$ cat src/rtl/cordic_arb_pkg.sv
`default_nettype none
// ============================================================================
// Module      : cordic_arb_pkg
// Description : Shared types and default sizes for the CORDIC stream arbiter.
//               arb_state_t : inbound arbitration FSM states
//               req_id_t    : requester id carried in the tag FIFO
// Revision    : 1.0 - initial release
// ============================================================================
package cordic_arb_pkg;

  localparam int REQ_TDATA_WIDTH_DFLT = 32;
  localparam int RES_TDATA_WIDTH_DFLT = 64;
  localparam int TAG_DEPTH_DFLT       = 32;

  typedef enum logic [1:0] {
    IDLE   = 2'd0,
    GRANT0 = 2'd1,
    GRANT1 = 2'd2
  } arb_state_t;

  typedef logic req_id_t;

endpackage
`default_nettype wire

$ cat src/rtl/cordic_tag_fifo.sv
`default_nettype none
// ============================================================================
// Module      : cordic_tag_fifo
// Description : TAG_DEPTH x 1-bit FIFO holding the owner of every beat issued
//               to the CORDIC. Head is the owner of the oldest beat in flight.
// Ports       : clk, rst_n   - clock, asynchronous active-low reset
//               push, push_id- write one owner id (ignored when full)
//               pop          - drop the head entry (ignored when empty)
//               full, empty  - occupancy flags
//               head         - owner id of the oldest entry
// Revision    : 1.0 - initial release
// ============================================================================
module cordic_tag_fifo
  import cordic_arb_pkg::*;
#(
  parameter int TAG_DEPTH = TAG_DEPTH_DFLT
) (
  input  logic    clk,
  input  logic    rst_n,
  input  logic    push,
  input  req_id_t push_id,
  input  logic    pop,
  output logic    full,
  output logic    empty,
  output req_id_t head
);

  // TAG_DEPTH is a power of two (>= 2), so pointers wrap by natural overflow.
  localparam int PTR_W = (TAG_DEPTH > 1) ? $clog2(TAG_DEPTH) : 1;
  localparam int CNT_W = $clog2(TAG_DEPTH + 1);

  req_id_t          r_mem [TAG_DEPTH];
  logic [PTR_W-1:0] r_wr_ptr;
  logic [PTR_W-1:0] r_rd_ptr;
  logic [CNT_W-1:0] r_count;

  logic w_do_push;
  logic w_do_pop;

  // Full blocks a push even when a pop happens in the same cycle.
  assign w_do_push = push & ~full;
  assign w_do_pop  = pop & ~empty;

  assign full  = (r_count == CNT_W'(TAG_DEPTH));
  assign empty = (r_count == '0);
  assign head  = r_mem[r_rd_ptr];

  always_ff @(posedge clk) begin
    if (w_do_push) begin
      r_mem[r_wr_ptr] <= push_id;
    end
  end

  always_ff @(posedge clk or negedge rst_n) begin
    if (!rst_n) begin
      r_wr_ptr <= '0;
      r_rd_ptr <= '0;
      r_count  <= '0;
    end else begin
      if (w_do_push) begin
        r_wr_ptr <= r_wr_ptr + 1'b1;
      end
      if (w_do_pop) begin
        r_rd_ptr <= r_rd_ptr + 1'b1;
      end
      case ({w_do_push, w_do_pop})
        2'b10:   r_count <= r_count + 1'b1;
        2'b01:   r_count <= r_count - 1'b1;
        default: r_count <= r_count;
      endcase
    end
  end

endmodule
`default_nettype wire

$ cat src/rtl/cordic_stream_arbiter.sv
`default_nettype none
// ============================================================================
// Module      : cordic_stream_arbiter
// Description : Shares one pipelined CORDIC between two AXI-Stream requesters.
//               Inbound: packet-locked round-robin, combinational data path.
//               Outbound: results routed in order to the owner recorded in a
//               tag FIFO at issue time.
// Ports       : s00_axis_aclk/aresetn - clock, asynchronous active-low reset
//               s00_axis_*, s01_axis_* - requester 0/1 samples in
//               m00_axis_*             - muxed samples to the CORDIC
//               s02_axis_*             - results from the CORDIC
//               m01_axis_*, m02_axis_* - results to requester 0/1
//               err_orphan             - sticky, result seen with no tag
//               pkt_cnt0/1             - packets issued per requester
//                                        (only with CORDIC_ARB_STATS_EN)
// Options     : CORDIC_ARB_STATS_EN - adds the per-requester packet counters
// Revision    : 1.0 - initial release
// ============================================================================
module cordic_stream_arbiter
  import cordic_arb_pkg::*;
#(
  parameter int C_REQ_TDATA_WIDTH = REQ_TDATA_WIDTH_DFLT,
  parameter int C_RES_TDATA_WIDTH = RES_TDATA_WIDTH_DFLT,
  parameter int TAG_DEPTH         = TAG_DEPTH_DFLT
) (
  input  logic                         s00_axis_aclk,
  input  logic                         s00_axis_aresetn,
  input  logic                         s00_axis_tvalid,
  output logic                         s00_axis_tready,
  input  logic                         s00_axis_tlast,
  input  logic [C_REQ_TDATA_WIDTH-1:0] s00_axis_tdata,
  input  logic                         s01_axis_tvalid,
  output logic                         s01_axis_tready,
  input  logic                         s01_axis_tlast,
  input  logic [C_REQ_TDATA_WIDTH-1:0] s01_axis_tdata,
  output logic                         m00_axis_tvalid,
  input  logic                         m00_axis_tready,
  output logic                         m00_axis_tlast,
  output logic [C_REQ_TDATA_WIDTH-1:0] m00_axis_tdata,
  input  logic                         s02_axis_tvalid,
  output logic                         s02_axis_tready,
  input  logic                         s02_axis_tlast,
  input  logic [C_RES_TDATA_WIDTH-1:0] s02_axis_tdata,
  output logic                         m01_axis_tvalid,
  input  logic                         m01_axis_tready,
  output logic                         m01_axis_tlast,
  output logic [C_RES_TDATA_WIDTH-1:0] m01_axis_tdata,
  output logic                         m02_axis_tvalid,
  input  logic                         m02_axis_tready,
  output logic                         m02_axis_tlast,
  output logic [C_RES_TDATA_WIDTH-1:0] m02_axis_tdata,
`ifdef CORDIC_ARB_STATS_EN
  output logic [31:0]                  pkt_cnt0,
  output logic [31:0]                  pkt_cnt1,
`endif
  output logic                         err_orphan
);

  logic clk;
  logic rst_n;
  assign clk   = s00_axis_aclk;
  assign rst_n = s00_axis_aresetn;

  arb_state_t r_state;
  arb_state_t w_state_next;
  req_id_t    r_rr_pref;       // requester that wins the next contention
  req_id_t    w_rr_pref_next;

  logic    w_grant0;
  logic    w_grant1;
  logic    w_fifo_full;
  logic    w_fifo_empty;
  req_id_t w_fifo_head;
  logic    w_issue;            // beat accepted by the CORDIC
  logic    w_retire;           // result accepted from the CORDIC
  logic    r_err_orphan;

  // --------------------------------------------------------------------------
  // Arbitration FSM. A request seen in IDLE is granted on the next cycle, and
  // the grant is held until the tlast beat is accepted on m00.
  // --------------------------------------------------------------------------
  always_ff @(posedge clk or negedge rst_n) begin
    if (!rst_n) begin
      r_state   <= IDLE;
      r_rr_pref <= 1'b0;
    end else begin
      r_state   <= w_state_next;
      r_rr_pref <= w_rr_pref_next;
    end
  end

  always_comb begin
    w_state_next   = r_state;
    w_rr_pref_next = r_rr_pref;
    case (r_state)
      IDLE: begin
        if (s00_axis_tvalid && s01_axis_tvalid) begin
          w_state_next   = r_rr_pref ? GRANT1 : GRANT0;
          w_rr_pref_next = ~r_rr_pref;
        end else if (s00_axis_tvalid) begin
          w_state_next = GRANT0;
        end else if (s01_axis_tvalid) begin
          w_state_next = GRANT1;
        end
      end
      GRANT0, GRANT1: begin
        if (w_issue && m00_axis_tlast) begin
          w_state_next = IDLE;
        end
      end
      default: w_state_next = IDLE;
    endcase
  end

  assign w_grant0 = (r_state == GRANT0);
  assign w_grant1 = (r_state == GRANT1);

  // --------------------------------------------------------------------------
  // Inbound path: pure mux, stalled while the tag FIFO cannot record an owner.
  // --------------------------------------------------------------------------
  assign m00_axis_tvalid = ((w_grant0 & s00_axis_tvalid) | (w_grant1 & s01_axis_tvalid))
                           & ~w_fifo_full;
  assign m00_axis_tdata  = w_grant1 ? s01_axis_tdata : s00_axis_tdata;
  assign m00_axis_tlast  = w_grant1 ? s01_axis_tlast : s00_axis_tlast;
  assign s00_axis_tready = m00_axis_tready & w_grant0 & ~w_fifo_full;
  assign s01_axis_tready = m00_axis_tready & w_grant1 & ~w_fifo_full;

  assign w_issue = m00_axis_tvalid & m00_axis_tready;

  cordic_tag_fifo #(
    .TAG_DEPTH (TAG_DEPTH)
  ) u_tag_fifo (
    .clk     (clk),
    .rst_n   (rst_n),
    .push    (w_issue),
    .push_id (w_grant1),
    .pop     (w_retire),
    .full    (w_fifo_full),
    .empty   (w_fifo_empty),
    .head    (w_fifo_head)
  );

  // --------------------------------------------------------------------------
  // Return path: strictly in order, so a stalled owner blocks the other one.
  // --------------------------------------------------------------------------
  assign m01_axis_tvalid = s02_axis_tvalid & ~w_fifo_empty & ~w_fifo_head;
  assign m02_axis_tvalid = s02_axis_tvalid & ~w_fifo_empty &  w_fifo_head;
  assign m01_axis_tdata  = s02_axis_tdata;
  assign m02_axis_tdata  = s02_axis_tdata;
  assign m01_axis_tlast  = s02_axis_tlast;
  assign m02_axis_tlast  = s02_axis_tlast;
  assign s02_axis_tready = (w_fifo_head ? m02_axis_tready : m01_axis_tready) & ~w_fifo_empty;

  assign w_retire = s02_axis_tvalid & s02_axis_tready;

  // A result with no outstanding tag cannot be routed; flag it and leave it
  // unacknowledged.
  always_ff @(posedge clk or negedge rst_n) begin
    if (!rst_n) begin
      r_err_orphan <= 1'b0;
    end else if (s02_axis_tvalid && w_fifo_empty) begin
      r_err_orphan <= 1'b1;
    end
  end

  assign err_orphan = r_err_orphan;

`ifdef CORDIC_ARB_STATS_EN
  logic [31:0] r_pkt_cnt0;
  logic [31:0] r_pkt_cnt1;

  always_ff @(posedge clk or negedge rst_n) begin
    if (!rst_n) begin
      r_pkt_cnt0 <= '0;
      r_pkt_cnt1 <= '0;
    end else if (w_issue && m00_axis_tlast) begin
      if (w_grant1) begin
        r_pkt_cnt1 <= r_pkt_cnt1 + 32'd1;
      end else begin
        r_pkt_cnt0 <= r_pkt_cnt0 + 32'd1;
      end
    end
  end

  assign pkt_cnt0 = r_pkt_cnt0;
  assign pkt_cnt1 = r_pkt_cnt1;
`endif

endmodule
`default_nettype wire

$ cat config.mk
export PLATFORM = sky130hd
export DESIGN_NAME = cordic_stream_arbiter
export DESIGN_NICKNAME = d
export VERILOG_FILES = /design/src/rtl/cordic_arb_pkg.sv /design/src/rtl/cordic_tag_fifo.sv /design/src/rtl/cordic_stream_arbiter.sv
export SDC_FILE = /design/constraint.sdc
export NUM_CORES = 1
export LEC_CHECK = 0
export CORE_AREA = 2 2 122 124
export DETAILED_ROUTE_END_ITERATION = 8
export DIE_AREA = 0 0 124 126
export GPL_ROUTABILITY_DRIVEN = 0
export PLACE_DENSITY = 0.7
export SLEW_MARGIN = 40
export SYNTH_ARGS = -nofsm -noshare
export SYNTH_HDL_FRONTEND = slang
export SYNTH_SLANG_ARGS = --single-unit
$ cat constraint.sdc
create_clock -name s00_axis_aclk -period 10.3 [get_ports s00_axis_aclk]
set_input_delay 2.06 -clock s00_axis_aclk [delete_from_list [all_inputs] [get_ports s00_axis_aclk]]
set_output_delay 2.06 -clock s00_axis_aclk [all_outputs]
set_load 0.005 [all_outputs]
Word-level counts from Yosys, hierarchy flattened --
Memory sizes are Yosys's and may differ from the RTL's. Index checks and enable logic that the tools add are counted.
Operators by class: equality and inequality tests 7, muxes and demuxes 12, add/sub/neg operators 4, reduce and logical (&&, ||, !) cells 9, bitwise logic cells 20
Operators by type and width (number):
- $mux W32 | 1
- $and A1 B1 Y1 | 15
- $pmux W6 S2 | 1
- $add A5 B1 Y5 const B | 2
- $mux W2 | 5
- $add A6 B1 Y6 const B | 1
- $eq A6 B6 Y1 const B | 1
- $logic_not A6 Y1 | 1
- $sub A6 B1 Y6 const B | 1
- $eq A2 B1 Y1 const B | 2
- $eq A2 B2 Y1 const B | 2
- $mux W1 | 4
- $ne A4 B4 Y1 const B | 1
- $not A1 Y1 | 4
- $pmux W2 S2 | 1
- $reduce_and A2 Y1 | 2
- $logic_and A1 B1 Y1 | 3
- $logic_not A2 Y1 | 1
- $ne A2 B2 Y1 const B | 1
- $reduce_bool A2 Y1 | 1
- $reduce_or A2 Y1 | 1
- $or A1 B1 Y1 | 1
Word-level totals: memories kept 1, memory bits (writable) 32, register bits after elaboration 20, word-level logic and storage cells 59, input port bits 139
Memories:
- u_tag_fifo.r_mem | words 32, width 1, read ports 1, clocked after Yosys merged registers in 0, wr ports 1, line cordic_tag_fifo.sv:32 | req_id_t r_mem [TAG_DEPTH];

Depth between registers and ports, before layout --
Gate-level depths: netlist of run 1.
word-level depth 8, gate-level depth with buffers 16

Hierarchy --
From an unflattened synthesis of run 1, not the netlist that was laid out.
Second synthesis, totals: cell total of the unflattened synthesis 399, area total of the unflattened synthesis 4139.0 um^2
Modules (own cells, without submodules):
- cordic_tag_fifo | cells an instance 200, instances 1, area an instance 2444.8 um^2
- cordic_stream_arbiter | cells an instance 199, instances 1, area an instance 1694.1 um^2

Worst setup path after synthesis of run 1 --
No wires, ideal clock.
path kind input to output, start input s02_axis_tvalid, end output m02_axis_tvalid, stages 3, slack 5640 ps, path buffers 1, data arrival time 2600 ps, data required time 8240 ps, cells stage by stage nor2b_1 buf_1 nor2b_1
Between the ends: longest elaborated chain between the ends 2
Ends and longest elaborated chain:
- start, declared | line cordic_stream_arbiter.sv:40 | input logic s02_axis_tvalid,
- $and A1 B1 Y1 (2 in series) | line cordic_stream_arbiter.sv:147 | assign m02_axis_tvalid = s02_axis_tvalid & ~w_fifo_empty & w_fifo_head;
- end, declared | line cordic_stream_arbiter.sv:48 | output logic m02_axis_tvalid,
No other way between the ends.

Final worst setup path of run 1 --
start input s02_axis_tvalid, end output m01_axis_tvalid
Between the ends: longest elaborated chain between the ends 2
Ends and longest elaborated chain:
- $and A1 B1 Y1 (2 in series) | line cordic_stream_arbiter.sv:146 | assign m01_axis_tvalid = s02_axis_tvalid & ~w_fifo_empty & ~w_fifo_head;
- end, declared | line cordic_stream_arbiter.sv:44 | output logic m01_axis_tvalid,
No other way between the ends.

==> results of run 1 <==
[metrics by stage]
stage	hold slack, ns	instance area (um2)
floorplan	0.4457	4069
global placement	0.4415	4398
detailed placement	0.4421	4393
CTS	0.4586	4537
global route	0.4965	4537
finish	0.4584	4537
[worst max-delay path: cells and delay by family]
family	cells	cell delay, ns
buf+inv	2	0.97
simple gates	2	0.67
[sequential cells by signal (all words and copies together), names as in the netlist]
| register | cells |
|---|---|
| u_tag_fifo.r_mem | 32 |
| r_rr_pref | 1 |
| err_orphan | 1 |
| u_tag_fifo.r_rd_ptr | 5 |
| r_state | 2 |
| u_tag_fifo.r_wr_ptr | 5 |
| u_tag_fifo.r_count | 6 |
[power by group through the flow]
stage | registers, mW | logic (mW) | clock network (mW)
2_1_floorplan | 0.310 | 0.426 | 0
3_3_place_gp | 0.349 | 0.530 | 0
3_5_place_dp | 0.352 | 0.546 | 0
4_1_cts | 0.348 | 0.550 | 0.170
5_1_grt | 0.358 | 0.602 | 0.180
6_report | 0.347 | 0.545 | 0.166
[cells by family after synthesis]
logic type | Yosys count | synth area share, %
compound gates | 23 | 3.751
xor+xnor | 13 | 2.798
fa+ha+maj | 14 | 4.490
buf+inv | 156 | 26.72
flops | 52 | 35.92
mux | 55 | 15.93
simple gates | 92 | 10.39
[routing by layer]
metal / track usage [%] / vias up
met1: 13.28 / 1173
met3: 10.42 / 61
li1: - / 1180
met4: 6.081 / 0
met5: 0 / -
met2: 18.75 / 129
[cells in the mapped netlist (6+ instances only)]
| master | count |
|---|---|
| sky130_fd_sc_hd__buf_4 | 131 |
| sky130_fd_sc_hd__nor2_1 | 39 |
| sky130_fd_sc_hd__mux2_2 | 34 |
| sky130_fd_sc_hd__edfxtp_1 | 32 |
| sky130_fd_sc_hd__dfrtp_1 | 20 |
| sky130_fd_sc_hd__nand2_1 | 20 |
| sky130_fd_sc_hd__mux2i_1 | 15 |
| sky130_fd_sc_hd__ha_1 | 13 |
| sky130_fd_sc_hd__inv_1 | 12 |
| sky130_fd_sc_hd__nand3_1 | 12 |
| sky130_fd_sc_hd__clkbuf_1 | 8 |
| sky130_fd_sc_hd__o21ai_0 | 7 |
| sky130_fd_sc_hd__xnor2_1 | 7 |
| sky130_fd_sc_hd__xor2_1 | 6 |
[cell type report]
class / count / area (um2)
clock buffer: 6 / 128.9
clock inverter: 2 / 15.01
fill: 1471 / 9777
inverter: 12 / 45.04
multi-input combinational: 197 / 1523
sequential: 52 / 1461
tap: 184 / 230.2
timing repair buffer: 114 / 1134
[final timing paths]
check	end	slack, ns	cells past startpoint	startpoint
max in group asynchronous	u_tag_fifo.r_wr_ptr[4]	8.24	1	s00_axis_aresetn
setup / recovery	m01_axis_tvalid	4.54	4	s02_axis_tvalid
min in group asynchronous	u_tag_fifo.r_rd_ptr[2]	1.72	1	s00_axis_aresetn
hold / removal	err_orphan	0.46	1	err_orphan
hold reg to reg	err_orphan	0.46	1	err_orphan
setup reg to reg	u_tag_fifo.r_count[5]	6.20	13	u_tag_fifo.r_rd_ptr[2]
==> impl_summary.md, run 1 <==
Worst setup path
Traced cell by cell, the critical path runs through clkdlybuf4s50_1, nor2b_1, and2_1, clkdlybuf4s50_1. The largest driver fanout on the critical path is 10. The data required time at the worst endpoint is 8.24 ns. The worst setup path is captured at an output port.

By instance count, the cell type seen most on the critical path is sky130_fd_sc_hd__clkdlybuf4s50_1. The largest incremental delay on the critical path is 0.50 ns. The worst setup path is launched from a primary input. The critical path is of the in -> out type. Among all stages on the critical path, the largest delay is contributed by sky130_fd_sc_hd__clkdlybuf4s50_1. Data on the critical path arrives at its endpoint at approximately 3.7 ns.

Timing
Derived from the worst setup path, the maximum achievable clock frequency is roughly 170 MHz. The number of pins with negative max-slew slack in the final report came to 0. Setup repair after global routing left no endpoint under its margin. The count of endpoints failing setup in the final report is 0. Headroom to the max-slew limit came out at 47.88%. The post-route fraction of the period consumed by the critical path is 55.93%. The clock arrives with 0.007543 ns of skew. The hold violation count in the final report is 0. Setup slack closes at 4.540 ns.

The shortest clock period the worst path allows after layout is between 5 and 6 ns. Adding up every negative setup slack in the final design gives 0 ns. At the pin with the least slew margin, the transition time is 0.7804 ns.

Run
Max-cap violations in this run came to 0.

Yosys
The sequential area share after synthesis is a little over a third. Yosys mapped the design onto 41 distinct sky130hd cell types. Yosys printed 0 warnings. The post-synthesis cell area is 4069 um2. After synthesis, the share of flip-flops with an asynchronous set or reset is 38.46%. The average instance area after synthesis is 10.05 um2. The cell type with the largest total area after synthesis is sky130_fd_sc_hd__buf_4.

The number of flops mapped to enable cells by yosys is 32. The dominant synthesized flop cell is sky130_fd_sc_hd__edfxtp_1. Yosys attributes the largest share of cell area to sky130_fd_sc_hd__buf_4, sky130_fd_sc_hd__edfxtp_1, sky130_fd_sc_hd__dfrtp_1, sky130_fd_sc_hd__mux2_2, sky130_fd_sc_hd__ha_1. The synthesized design contains 52 register bits.

The top cell type by area accounts for between 20% and 30% of the synthesized area. The total nets after synthesis is 558. The cell count after synthesis came out at slightly above 400.

Floorplan
The die covers 15,620 um2. The core region is 14,310 um2. The initial standard-cell utilization of the core is roughly 28%. The die width is about 120 um. The vertical extent of the die is roughly 130 um.

The count of standard-cell rows is 44. During I/O placement, the number of pins put on the boundary was slightly above 300.

Global route
The initial antenna violation count is 0. Entering global routing, the biggest net connects 67 pins. The number of global-route vias before repair is 2,730. Global routing used 12.87% of the available tracks. The first global-routing pass estimated 14.95 mm of wire. Global routing finished with a remaining overflow of 0.

Drt
The post-detailed-route via-to-cell ratio is 4.485. After detailed routing, no signal wire sits above met4. The detail route stage leaves a number of antenna-violating nets equal to 0. The number of violations reported at the end of detailed-routing iteration 0 is between 100 and 150. The post-detailed-route wirelength per cell is roughly 18 um. The pre-antenna-repair detailed-routing pass consisted of 4 iterations. The final wirelength is 10.27 mm. In the routed design, unresolved DRC markers number 0. Detailed routing placed a total of 1.799 mm of wire on met3. The routed layout has 2,543 vias.

The length of routed wiring on met1 is 3.612 mm. The met2 routed wirelength is 4.425 mm.

CTS
Clock tree synthesis selected as its root buffer the cell sky130_fd_sc_hd__clkbuf_16. The clock sink count is 52. The post-CTS setup-driven buffer insertion count is 0.

The post-cts repair resize count is 0. Clock latency on the worst-skew pair, taken at its later pin, is 0.29 ns. The clock tree synthesis step divided the H-tree into 2 levels.

After clock tree synthesis, the clock-pin slew on the worst setup and hold paths is ~0.07 ns. TritonCTS built the clock tree. No sink is reached through more buffers than the 2 on the longest clock path.

The number of hold-repair buffers added at the cts stage is 0. The total CTS buffers is 5.

Placed design
Before CTS, the worst setup slack after placement is 4.537 ns. The estimated wirelength of the detail-placed design is between 8 and 9 mm. Once placement completed, the tool counted placed cells totaling 559. The number of buffer cells added on primary ports is ~110.

Power
The relative contribution of sequential cells to total power is between 30 and 40%. The power density over cell area is 233.1 nW/um2. The peak ir drop on the vdd network is 78.29 uV. In this run the static leakage power is ~1.7 nW. The total design power is between 1 and 1.5 mW. In this run the power spent charging and discharging nets is 0.3862 mW. The fraction of power consumed by combinational cells is 51.5%. The switching power share of the total is 36.52%. Per report_power, the clock group accounts for 15.7% of the total. Internal power comes to 0.6712 mW.

Outcome
The run finished with clean final reports.

Final layout
The final net count is 535. Cells fill 31.70% of the core in the end. The final standard cell count with taps included and fillers excluded is approximately 570. Of the cells placed in the final design, the portion with a size suffix greater than 1 is 13.84%. The area growth from synthesis to final layout is 11.50%.

The top cell types in the final layout, fill and taps aside, are sky130_fd_sc_hd__clkdlybuf4s50_1, sky130_fd_sc_hd__nor2_1, sky130_fd_sc_hd__mux2_2. The most common cell after layout, fill and taps aside is sky130_fd_sc_hd__clkdlybuf4s50_1. The number of antenna repair diodes is 0.

Worst hold path
The path class of the tightest hold or removal check is reg -> reg.
Power figures use the tool's default switching activity.
==> inputs of run 2 (changes only) <==
Settings changed: PLACE_DENSITY 0.7 to 0.72.
Clock period 10.3 ns to 5.2 ns, I/O delays scaled along.
==> run 2 against run 1 <==
  * Hold slack better by 0.018 ns
  * Register-to-register slack worse by 5.0 ns
  * Final cell count is the same
  * Sequential share of layout area is the same
  * Routed wire length rose by 4.0%
  * Power is 96% higher
  * Flip-flop and latch count unchanged
==> impl_summary.md, run 2 (synthesized netlist as in run 1, its figures left out) <==
Power
The peak ir drop on the vdd network was 173.1 uV (+120%). The total design power was 2.075 mW (+96%). The leakage power summed over all cells was 1.691 nW (unchanged). The power density over cell area is 457.4 nW/um2 (+96%).

Worst setup path
The endpoint arrival time on the critical path came to 2.93 ns (-0.77 ns). The largest incremental delay on the critical path is 0.76 ns (+0.26 ns). The worst setup path is launched from a flop. STA classifies the critical path endpoint as an output port. The signal on the critical path passes through mux4_2, mux2_2, nand3_1, and4_1, mux2i_1, nor2_1, clkdlybuf4s50_1. The worst setup path is of the reg -> out kind. The highest-delay cell along the critical path is sky130_fd_sc_hd__dfrtp_1.

The data required time at the worst endpoint is 4.16 ns (-4.08 ns). The largest driver fanout on the critical path is 15 (+5).

Final layout
The final net count is 535 (unchanged). The largest registers in the layout are u_tag_fifo.r_mem (32), u_tag_fifo.r_count (6). The area of the multi-input gates was 1523 um2 (unchanged).

The number of fillers in the final layout is 1,494 (+1.6%). The number of antenna repair diodes is 0 (unchanged). The flip-flop count of the largest register, all copies and words added came to 32 (unchanged). The sequential cell area came to 1461 um2 (unchanged). The area growth from synthesis to final layout is 11.50% (unchanged). The layout cell share with drive strength beyond 1 is 13.84% (unchanged).

The post-route cell area is 4537 um2 (unchanged). Leaving out fill and tap cells, the most frequent cell in the layout is sky130_fd_sc_hd__clkdlybuf4s50_1. In the layout the commonest cells are sky130_fd_sc_hd__clkdlybuf4s50_1, sky130_fd_sc_hd__nor2_1, sky130_fd_sc_hd__mux2_2. The largest register by flop count is u_tag_fifo.r_mem.

Drt
The number of detailed-routing iterations run before antenna repair is 4 (unchanged). The number of violations reported at the end of detailed-routing iteration 0 came to 111 (unchanged). The post-detailed-route via-to-cell ratio is 4.444 (-0.90%).

The final wirelength came to 10.68 mm (+4.0%). The total DRC errors in the routed layout is 0 (unchanged). The remaining number of nets flagged by the antenna check after routing is 0 (unchanged). The total via count after detailed routing is 2,520 (-0.90%).

The post-detailed-route wirelength per cell is 18.84 um (+4.0%).

CTS
The H-tree depth reported by CTS is 2 (unchanged). The tree is rooted in a sky130_fd_sc_hd__clkbuf_16. The post-cts repair resize count is 0 (unchanged). The total CTS buffers is 5 (unchanged). The post-CTS setup-driven buffer insertion count is 0 (unchanged). TritonCTS built the clock tree. The number of hold-repair buffers added at the cts stage is 0 (unchanged). The insertion delay of the later-clocked pin in the worst-skew pair was 0.29 ns (about the same).

The clock transition at the registers of the reported paths is 0.07 ns (about the same). The clock sink count is 52 (unchanged). The maximum buffer depth of the clock tree is 2 (unchanged).

Placed design
The pre-CTS worst setup slack was 1.052 ns (-3.485 ns). The number of buffer cells added on primary ports is 113 (unchanged). The estimated wirelength of the detail-placed design is 8.815 mm (+6.3%). The placed cell area is 4393 um2 (unchanged).

Global route
The total congestion overflow was 0 (unchanged). The wire length of the first global-routing pass came to 15.59 mm (+4.3%). The number of global-route vias before repair was 2,686 (-1.6%).

The initial antenna violation count is 0 (unchanged). The largest net degree at the start of global routing is 67 (unchanged). The total routing usage reported by global routing is 13.42% (+0.54 points).

Timing
The number of pins with negative max-slew slack in the final report is 0 (unchanged). The shortest clock period the worst path allows after layout is 3.970 ns. Setup repair after global routing left no endpoint under its margin. The hold violation count in the final report is 0 (unchanged).

The transition time of the tightest slew-check pin is 0.7039 ns (-0.07651 ns). The headroom to the max-slew limit is 53.07% (+5.2 points). The post-route clock skew is 0.007406 ns (-0.0001367 ns).

The count of endpoints failing setup in the final report is 0 (unchanged). The maximum operating frequency is 251.9 MHz. The minimum setup slack in the final design was 1.230 ns (-3.310 ns). The total negative slack is 0 ns (unchanged).

Dividing the final minimum period by the clock period gives 76.35%.

Worst hold path
The worst hold path belongs to the class reg -> reg.

Floorplan
The core box area came to 14,310 um2 (unchanged). The vertical extent of the die is 126 um (unchanged). The area enclosed by the die boundary came to 15,620 um2 (unchanged). The die width was 124 um (unchanged).

The count of standard-cell rows is 44 (unchanged). The initial standard-cell utilization of the core is 28.43% (unchanged). The number of primary I/O pins is 309 (unchanged).

Run
The max capacitance violation total came to 0 (unchanged).

Outcome
The run finished with clean final reports.
run 2: cell counts in the layout (fill, tap and decap cells not counted):
Identical to the previous run, type by type.
run 2: layout make-up:
class | count | share of cell area [%]
Multi-Input combinational cell | 197 | 33.56
Sequential cell | 52 | 32.21
Timing Repair Buffer | 114 | 24.99
Tap cell | 184 | 5.074
Clock buffer | 6 | 2.841
Inverter | 12 | 0.9928
Clock inverter | 2 | 0.3309
run 2: worst max-delay path: cells and delay by family, from the launching register on:
kind | cells | cell delay, ns
buffers and inverters | 1 | 0.45
flip-flops | 1 | 0.76
multiplexers | 3 | 0.90
AND/OR/NAND/NOR | 3 | 0.53
run 2: routing by layer:
layer	share of wire (%)	global-route usage, %
met4	2.5	4.560
met5	0	0
met2	41	18.26
met3	23	13.63
met1	34	13.98
run 2: metrics by stage:
step	std cells	utilization, %	hold WS [ns]
after floorplan	405	-	0.4457
after global placement	559	30.73	0.4397
after detailed placement	559	30.69	0.4712
after CTS	567	31.70	0.4875
after global routing	567	31.70	0.5078
final	567	31.70	0.4765
run 2: final timing paths:
path                                        startpoint                endpoint  slack [ns]  cells past startpoint
worst max-delay path            u_tag_fifo.r_rd_ptr[2]         s02_axis_tready        1.23                      7
max in group asynchronous             s00_axis_aresetn              r_state[1]        4.17                      1
worst max register to register  u_tag_fifo.r_rd_ptr[2]   u_tag_fifo.r_count[5]        1.25                     13
worst min-delay path                        err_orphan              err_orphan        0.48                      1
min in group asynchronous             s00_axis_aresetn  u_tag_fifo.r_rd_ptr[2]        0.70                      1
worst min register to register              err_orphan              err_orphan        0.48                      1
run 2: power breakdown:
part / internal, mW / switching, mW
Sequential: 0.556 / 0.132
Clock: 0.180 / 0.142
Combinational: 0.593 / 0.473
Total: 1.33 / 0.747
